===== src/rtl/sync_ptr_cmp.sv =====
// Destination-domain half of a dual-clock FIFO pointer path.
// A remote Gray pointer passes through a flop-chain synchronizer and is
// converted to binary. It is then compared against the local pointer to
// produce registered occupancy and full/empty plus almost flags. A sticky
// monitor catches synchronized Gray samples that moved by more than one bit.
module sync_ptr_cmp #(
  parameter int PTR_WIDTH   = 4,
  parameter int SYNC_STAGES = 2,
  parameter int MODE        = 0
) (
  input  logic                 clk_out,
  input  logic                 rst_out_n,
  input  logic [PTR_WIDTH:0]   ptr_gray_in,
  input  logic [PTR_WIDTH:0]   local_ptr_next,
  input  logic [PTR_WIDTH:0]   thresh,
  input  logic                 err_clr,
  output logic [PTR_WIDTH:0]   ptr_sync_gray,
  output logic [PTR_WIDTH:0]   ptr_sync_bin,
  output logic [PTR_WIDTH:0]   level,
  output logic                 flag,
  output logic                 almost_flag,
  output logic                 gray_err
);

  localparam logic [PTR_WIDTH:0] DEPTH    = {1'b1, {PTR_WIDTH{1'b0}}};
  localparam logic [PTR_WIDTH:0] ONE      = {{PTR_WIDTH{1'b0}}, 1'b1};
  // The read side powers up empty; the write side powers up not-full.
  localparam logic               FLAG_RST = (MODE != 0);

  logic [PTR_WIDTH:0] sync_p [SYNC_STAGES];
  logic [PTR_WIDTH:0] prev_gray;
  logic               mon_armed;
  logic [PTR_WIDTH:0] level_nxt;
  logic               flag_nxt;
  logic               almost_nxt;

  function automatic logic [PTR_WIDTH:0] gray2bin(input logic [PTR_WIDTH:0] g);
    logic [PTR_WIDTH:0] b;
    b[PTR_WIDTH] = g[PTR_WIDTH];
    for (int i = PTR_WIDTH - 1; i >= 0; i--) begin
      b[i] = b[i+1] ^ g[i];
    end
    return b;
  endfunction

  // True when more than one bit is set: clearing the lowest set bit leaves
  // something behind.
  function automatic logic multi_bit(input logic [PTR_WIDTH:0] d);
    return (d & (d - ONE)) != '0;
  endfunction

  // Plain flop chain; nothing may sit between stages.
  always_ff @(posedge clk_out or negedge rst_out_n) begin
    if (!rst_out_n) begin
      for (int i = 0; i < SYNC_STAGES; i++) sync_p[i] <= '0;
    end else begin
      sync_p[0] <= ptr_gray_in;
      for (int i = 1; i < SYNC_STAGES; i++) sync_p[i] <= sync_p[i-1];
    end
  end

  assign ptr_sync_gray = sync_p[SYNC_STAGES-1];

  // Register the binary form of the synchronized pointer.
  always_ff @(posedge clk_out or negedge rst_out_n) begin
    if (!rst_out_n) ptr_sync_bin <= '0;
    else            ptr_sync_bin <= gray2bin(ptr_sync_gray);
  end

  // Modular distance between the pointers; the lap bit makes wraps fall out naturally.
  // Using local_ptr_next keeps the flags coherent with the local pointer register.
  always_comb begin
    level_nxt  = '0;
    flag_nxt   = 1'b0;
    almost_nxt = 1'b0;
    if (MODE == 0) begin
      level_nxt  = local_ptr_next - ptr_sync_bin;
      flag_nxt   = (level_nxt == DEPTH);
      almost_nxt = (level_nxt >= thresh);
    end else begin
      level_nxt  = ptr_sync_bin - local_ptr_next;
      flag_nxt   = (level_nxt == '0);
      almost_nxt = (level_nxt <= thresh);
    end
  end

  // Registered occupancy and flags.
  always_ff @(posedge clk_out or negedge rst_out_n) begin
    if (!rst_out_n) begin
      level       <= '0;
      flag        <= FLAG_RST;
      almost_flag <= FLAG_RST;
    end else begin
      level       <= level_nxt;
      flag        <= flag_nxt;
      almost_flag <= almost_nxt;
    end
  end

  // Sticky Gray monitor; skips the first edge after reset, and a new violation beats err_clr.
  always_ff @(posedge clk_out or negedge rst_out_n) begin
    if (!rst_out_n) begin
      prev_gray <= '0;
      mon_armed <= 1'b0;
      gray_err  <= 1'b0;
    end else begin
      prev_gray <= ptr_sync_gray;
      mon_armed <= 1'b1;
      if (mon_armed && multi_bit(ptr_sync_gray ^ prev_gray)) gray_err <= 1'b1;
      else if (err_clr)                                       gray_err <= 1'b0;
    end
  end

endmodule

===== config.mk =====
export PLATFORM = sky130hd
export DESIGN_NAME = sync_ptr_cmp
export DESIGN_NICKNAME = d
export VERILOG_FILES = /design/src/rtl/sync_ptr_cmp.sv
export SDC_FILE = /design/constraint.sdc
export NUM_CORES = 1
export LEC_CHECK = 0
export CORE_MARGIN = 2
export CORE_UTILIZATION = 45
export CTS_BUF_LIST = sky130_fd_sc_hd__clkbuf_2 sky130_fd_sc_hd__clkbuf_4 sky130_fd_sc_hd__clkbuf_8
export DETAILED_ROUTE_END_ITERATION = 8
export GPL_TIMING_DRIVEN = 0
export PLACE_DENSITY = 0.77
export SLEW_MARGIN = 20
export SYNTH_ARGS = -nofsm -noshare
export SYNTH_HDL_FRONTEND = slang
export SYNTH_SLANG_ARGS = --single-unit

===== constraint.sdc =====
create_clock -name clk_out -period 2.5 [get_ports clk_out]
set_input_delay 0.25 -clock clk_out [delete_from_list [all_inputs] [get_ports clk_out]]
set_output_delay 0.25 -clock clk_out [all_outputs]
set_load 0.03 [all_outputs]

Yosys cells after proc, flatten, opt, wreduce, memory -nomap -nowiden --
Cells that the tools add are included.
Storage, ports and cells: bits in registers 29, latch bits 0, bits in writable memories 0, bits in read-only memories 0, input port bits 18, output and inout port bits 18, memories 0
Operators by class: add/subtract/negate cells 2, $mul 0, divide/modulo/power cells 0, $lt $le $gt $ge 1, equal/unequal tests 1, shift operators 0, mux-type cells 2, bitwise logic cells 6, reduce and logical (&&, ||, !) cells 3
Operators by type and width (number):
- AND 5 bit | 1
- equality test 5 bit, second input constant | 1
- greater-or-equal comparator 5 bit | 1
- nonzero test 5 bit | 1
- subtractor 5 x 1 -> 5 bit, second input constant | 1
- subtractor 5 bit | 1
- bitwise XOR 5 bit | 1
- bitwise XOR 1 bit | 4
- 2-to-1 mux 1 bit | 2
- nonzero test 2 bit | 1
- logical AND 1 bit | 1

Logic depth before layout (Yosys ltp) --
word-level depth 6, depth in mapped cells 10, gate-level depth less buffers 10

Least setup slack after synthesis --
OpenSTA, ideal clock, no wires.
path type flip-flop to flip-flop, from register ptr_sync_bin[0], to register almost_flag, library setup time 0.128 ns, arrival time 2.098 ns, required time 2.372 ns, slack 0.275 ns, cell stages (with the launch flop) 10, buffers on the path 0, clock period less this slack 2.225 ns, path through dfrtp_1 ha_1 inv_1 fa_1 a21o_1 a21oi_1 xnor2_1 ha_1 a21oi_1 o21ai_0
Between the ends: word-level cells in the longest chain between the ends 2
Ends and longest elaborated chain:
- start, declared | line 18 | output logic [PTR_WIDTH:0] ptr_sync_bin,
- start signal, assigned | line 67 | else ptr_sync_bin <= gray2bin(ptr_sync_gray);
- subtractor 5 bit | line 77 | level_nxt = local_ptr_next - ptr_sync_bin;
- via level_nxt[4] | line 33 | logic [PTR_WIDTH:0] level_nxt;
- greater-or-equal comparator 5 bit | line 79 | almost_nxt = (level_nxt >= thresh);
- via almost_nxt | line 35 | logic almost_nxt;
- end signal, assigned | line 96 | almost_flag <= almost_nxt;
- end, declared | line 21 | output logic almost_flag,
The timed path passes the listed nets, and every way through them passes these cells. A chain may end at the register's enable or synchronous reset.

Final worst setup path --
from input local_ptr_next[0], to register almost_flag
Between the ends: word-level cells in the longest chain between the ends 2
Ends and longest elaborated chain:
- start, declared | line 14 | input logic [PTR_WIDTH:0] local_ptr_next,
- subtractor 5 bit | line 77
- via level_nxt[4] | line 33
- greater-or-equal comparator 5 bit | line 79
- via almost_nxt | line 35
The timed path passes the listed nets, and every way through them passes these cells.

==> impl_metrics.csv <==
group,metric,value,unit
outcome,status,"finished clean",
layout,n_antenna_cell,0,
critical_path,cp.required,2.71,ns
sta,min_period_over_period,86.5,%
yosys,yosysWarningCount,0,
power,finalPower,1.16,mW
critical_path,timing.reg2reg.setup_slack,0.35,ns
floorplan,fp.coreArea,2480,sq um
layout,final_util,63.9,%
hold_path,min_path_type,"input pin to register",
clock_tree,htree_levels,1,
yosys,syn_area,1170,sq um
sta,hold_viol_final,0,
grt,grt_overflow,0,
sta,holdWs,0.355,ns
flow_run,drv_cap,0,
layout,layout-drive-gt1-share,8.46,%
sta,finalSetupViolations,0,
sta,finalSetupTns,0,ns
placed_design,io_buffers,35,
clock_tree,cts_buffers,3,
layout,fillers,213,
critical_path,worst_path_largest_cell_delay,0.40,ns
route,drc_errors,0,
layout,final_cells,160,
floorplan,die_h,55.0,microns
placed_design,gp_congestion,0.699,
yosys,yosysUniqueCellTypes,23,
critical_path,path_cells,"clkdlybuf4s50_1, inv_1, ha_1, inv_1, fa_1, a21o_1, a21oi_1, xnor2_1, ha_1, a21oi_1, o21ai_0",
route,wl_per_cell,11.7,microns
grt,grt_pass1_vias,740,
critical_path,critical_path.top_delay_family,"adder cells",
floorplan,rows,18,
sta,slew_headroom,60.4,%
critical_path,path_max_fanout,3,
yosys,synth_cells,91,
floorplan,start_util,47.2,%
grt,grt_use_total,14.1,%
floorplan,die-area,3020,sq um
route,drt_iter0_markers,4,
sta,rsz0062_at_grt,"no",
yosys,syn_area_per_cell,12.8,sq um
route,wirelength,1870,microns
critical_path,cp_data_arrival_time,2.38,ns
sta,fmax,462,MHz
power,power_leakage,0.755,nW
yosys,synth_seq_area_share,60.0,%
floorplan,io-pin-count,36,
critical_path,endpoint_kind,"register",
clock_tree,cts_tree,"yes",
grt,grt.met2_usage,28.4,%
yosys,syn-num-nets,119,
layout,layout.nets,160,
grt,grt_pass1_wl,2900,microns
critical_path,critical_path_class,"input pin to register",
power,power_density,730,nW/um^2
placed_design,post-dp-hpwl,1490,microns
grt,antenna_found_initial,0,
grt,busiest_layer,"met2",
yosys,ys_ff_latch,28,
layout,area_growth,35.5,%
clock_tree,cts_sinks,28,
critical_path,crit_path_top_delay_cell,"fa_1",
critical_path,start_kind,"input pin",
sta,tightestPinTransition,0.594,ns
route,viasPerCell,4.61,
clock_tree,root_buffer,"clkbuf_4",
floorplan,die_w,55.0,microns
clock_tree,clock_latency,0.31,ns
placed_design,place_inst,156,
clock_tree,cts.path.max_buffers,2,
sta,skew,0.00663,ns
route,first_pass_iters,3,
sta,layout_min_cycle_time,2.16,ns
power,ir_drop,570,uV
sta,slew_viol_final,0,
route,ant_nets,0,
grt,grt_max_degree,29,
clock_tree,post_cts.repair.setup_buffers,0,
critical_path,cp.buffers_inverters,3,
route,vias,738,
grt,grtUsageMet1,14.1,%
grt,grt_util_met3,3.23,%
clock_tree,clkSlewWorstSetupHoldPaths,0.14,ns
-- report_power, final --
group	internal (mW)	switching [mW]	leakage, nW
logic	0.203	0.240	0.413
registers	0.515	0.0246	0.328
clock network	0.0563	0.118	0.0138
-- flip-flops by register name, summed over array words and instances, names as in the netlist --
name           flops
almost_flag        1
flag               1
gray_err           1
level              5
mon_armed          1
prev_gray          5
ptr_sync_bin       4
ptr_sync_gray      5
sync_p             5
-- repair_timing --
action / CTS / global route
setup endpoints to repair: 0 / 0
gates resized for setup: 0 / 0
hold endpoints to repair: 28 / 0
hold buffers: 1 / 0
-- worst register-to-register path, stage by stage, from the launching register on --
cell and delay, ns:
dfrtp_1 0.37, ha_1 0.17, inv_1 0.06, fa_1 0.40
a21o_1 0.18, a21oi_1 0.17, xnor2_1 0.19, ha_1 0.29
a21oi_1 0.14, o21ai_0 0.09
-- cell families after synthesis --
family | synth area share (%)
AND/OR/NAND/NOR | 2.68
XOR/XNOR | 9.64
buffers and inverters | 8.35
AO/OA/AOI/OAI | 7.71
other | 0.321
adder cells (fa/ha/maj) | 11.3
flip-flops | 60.0
-- synth_stat cells, drive strengths merged --
library cell,number,share of area (%)
inv,14,4.5
nand2,1,0.32
fa,1,1.7
a41oi,1,0.75
xor2,3,2.2
dfrtp,28,60
nor2b,1,0.54
a21o,2,1.3
a21oi,4,1.7
nor2,1,0.32
o211a,1,0.86
nor3,1,0.43
xnor2,9,7.4
o31ai,1,0.64
buf,6,3.9
and3,1,0.54
a22oi,1,0.64
conb,1,0.32
ha,9,9.6
nand2b,1,0.54
o21ai,3,1.3
o22ai,1,0.54
-- per-layer routing --
layer,wire (microns),part of all wire [%],up-vias
met5,0,0,-
met4,0,0,0
met3,110,5.9,0
met2,1030,55,25
met1,731,39,351
li1,-,-,362
-- layout by cell type (no fill, tap or decap) --
master            n
ha_1              9
a41oi_1           1
dlygate4sd3_1     1
xnor2_2           1
a21o_1            2
nand2_1           1
o211a_1           1
inv_1            14
nor2b_1           1
buf_4             6
xnor2_1           8
clkbuf_4          3
a22oi_1           1
nor3_1            1
conb_1            1
o31ai_1           1
o22ai_1           1
dfrtp_1          28
and3_1            1
xor2_1            3
fa_1              1
nor2_1            1
clkdlybuf4s50_1  34
a21oi_1           4
buf_2             1
nand2b_1          1
o21ai_0           3
-- area by class of cell --
| type | count | area [sq um] | share of cell area (%) |
|---|---|---|---|
| multi-input cells | 43 | 370 | 23.4 |
| flip-flops and latches | 28 | 701 | 44.2 |
| plain buffers | 6 | 45.0 | 2.84 |
| clock buffers | 3 | 22.5 | 1.42 |
| repair buffers | 36 | 355 | 22.4 |
| well taps | 30 | 37.5 | 2.37 |
| inverters | 14 | 52.6 | 3.32 |
-- stage by stage --
stage                     area, sq um  worst slack (ns)
after global placement           1560           0.00830
after floorplan                  1170             0.275
after CTS                        1580             0.313
after global routing             1580             0.126
final                            1580             0.336
after detailed placement         1550           -0.0342
-- path summary, 6_finish.rpt --
path,to,start,cells past startpoint
max reg2reg,almost_flag$_DFF_PN0_,ptr_sync_bin[0]$_DFF_PN0_,9
min in group asynchronous,almost_flag$_DFF_PN0_,rst_out_n,2
max,almost_flag$_DFF_PN0_,local_ptr_next[0],11
max in group asynchronous,ptr_sync_gray[2]$_DFF_PN0_,rst_out_n,2
min reg2reg,ptr_sync_gray[0]$_DFF_PN0_,sync_p[5]$_DFF_PN0_,0
min,sync_p[9]$_DFF_PN0_,ptr_gray_in[4],1
Power figures use the tool's default switching activity.
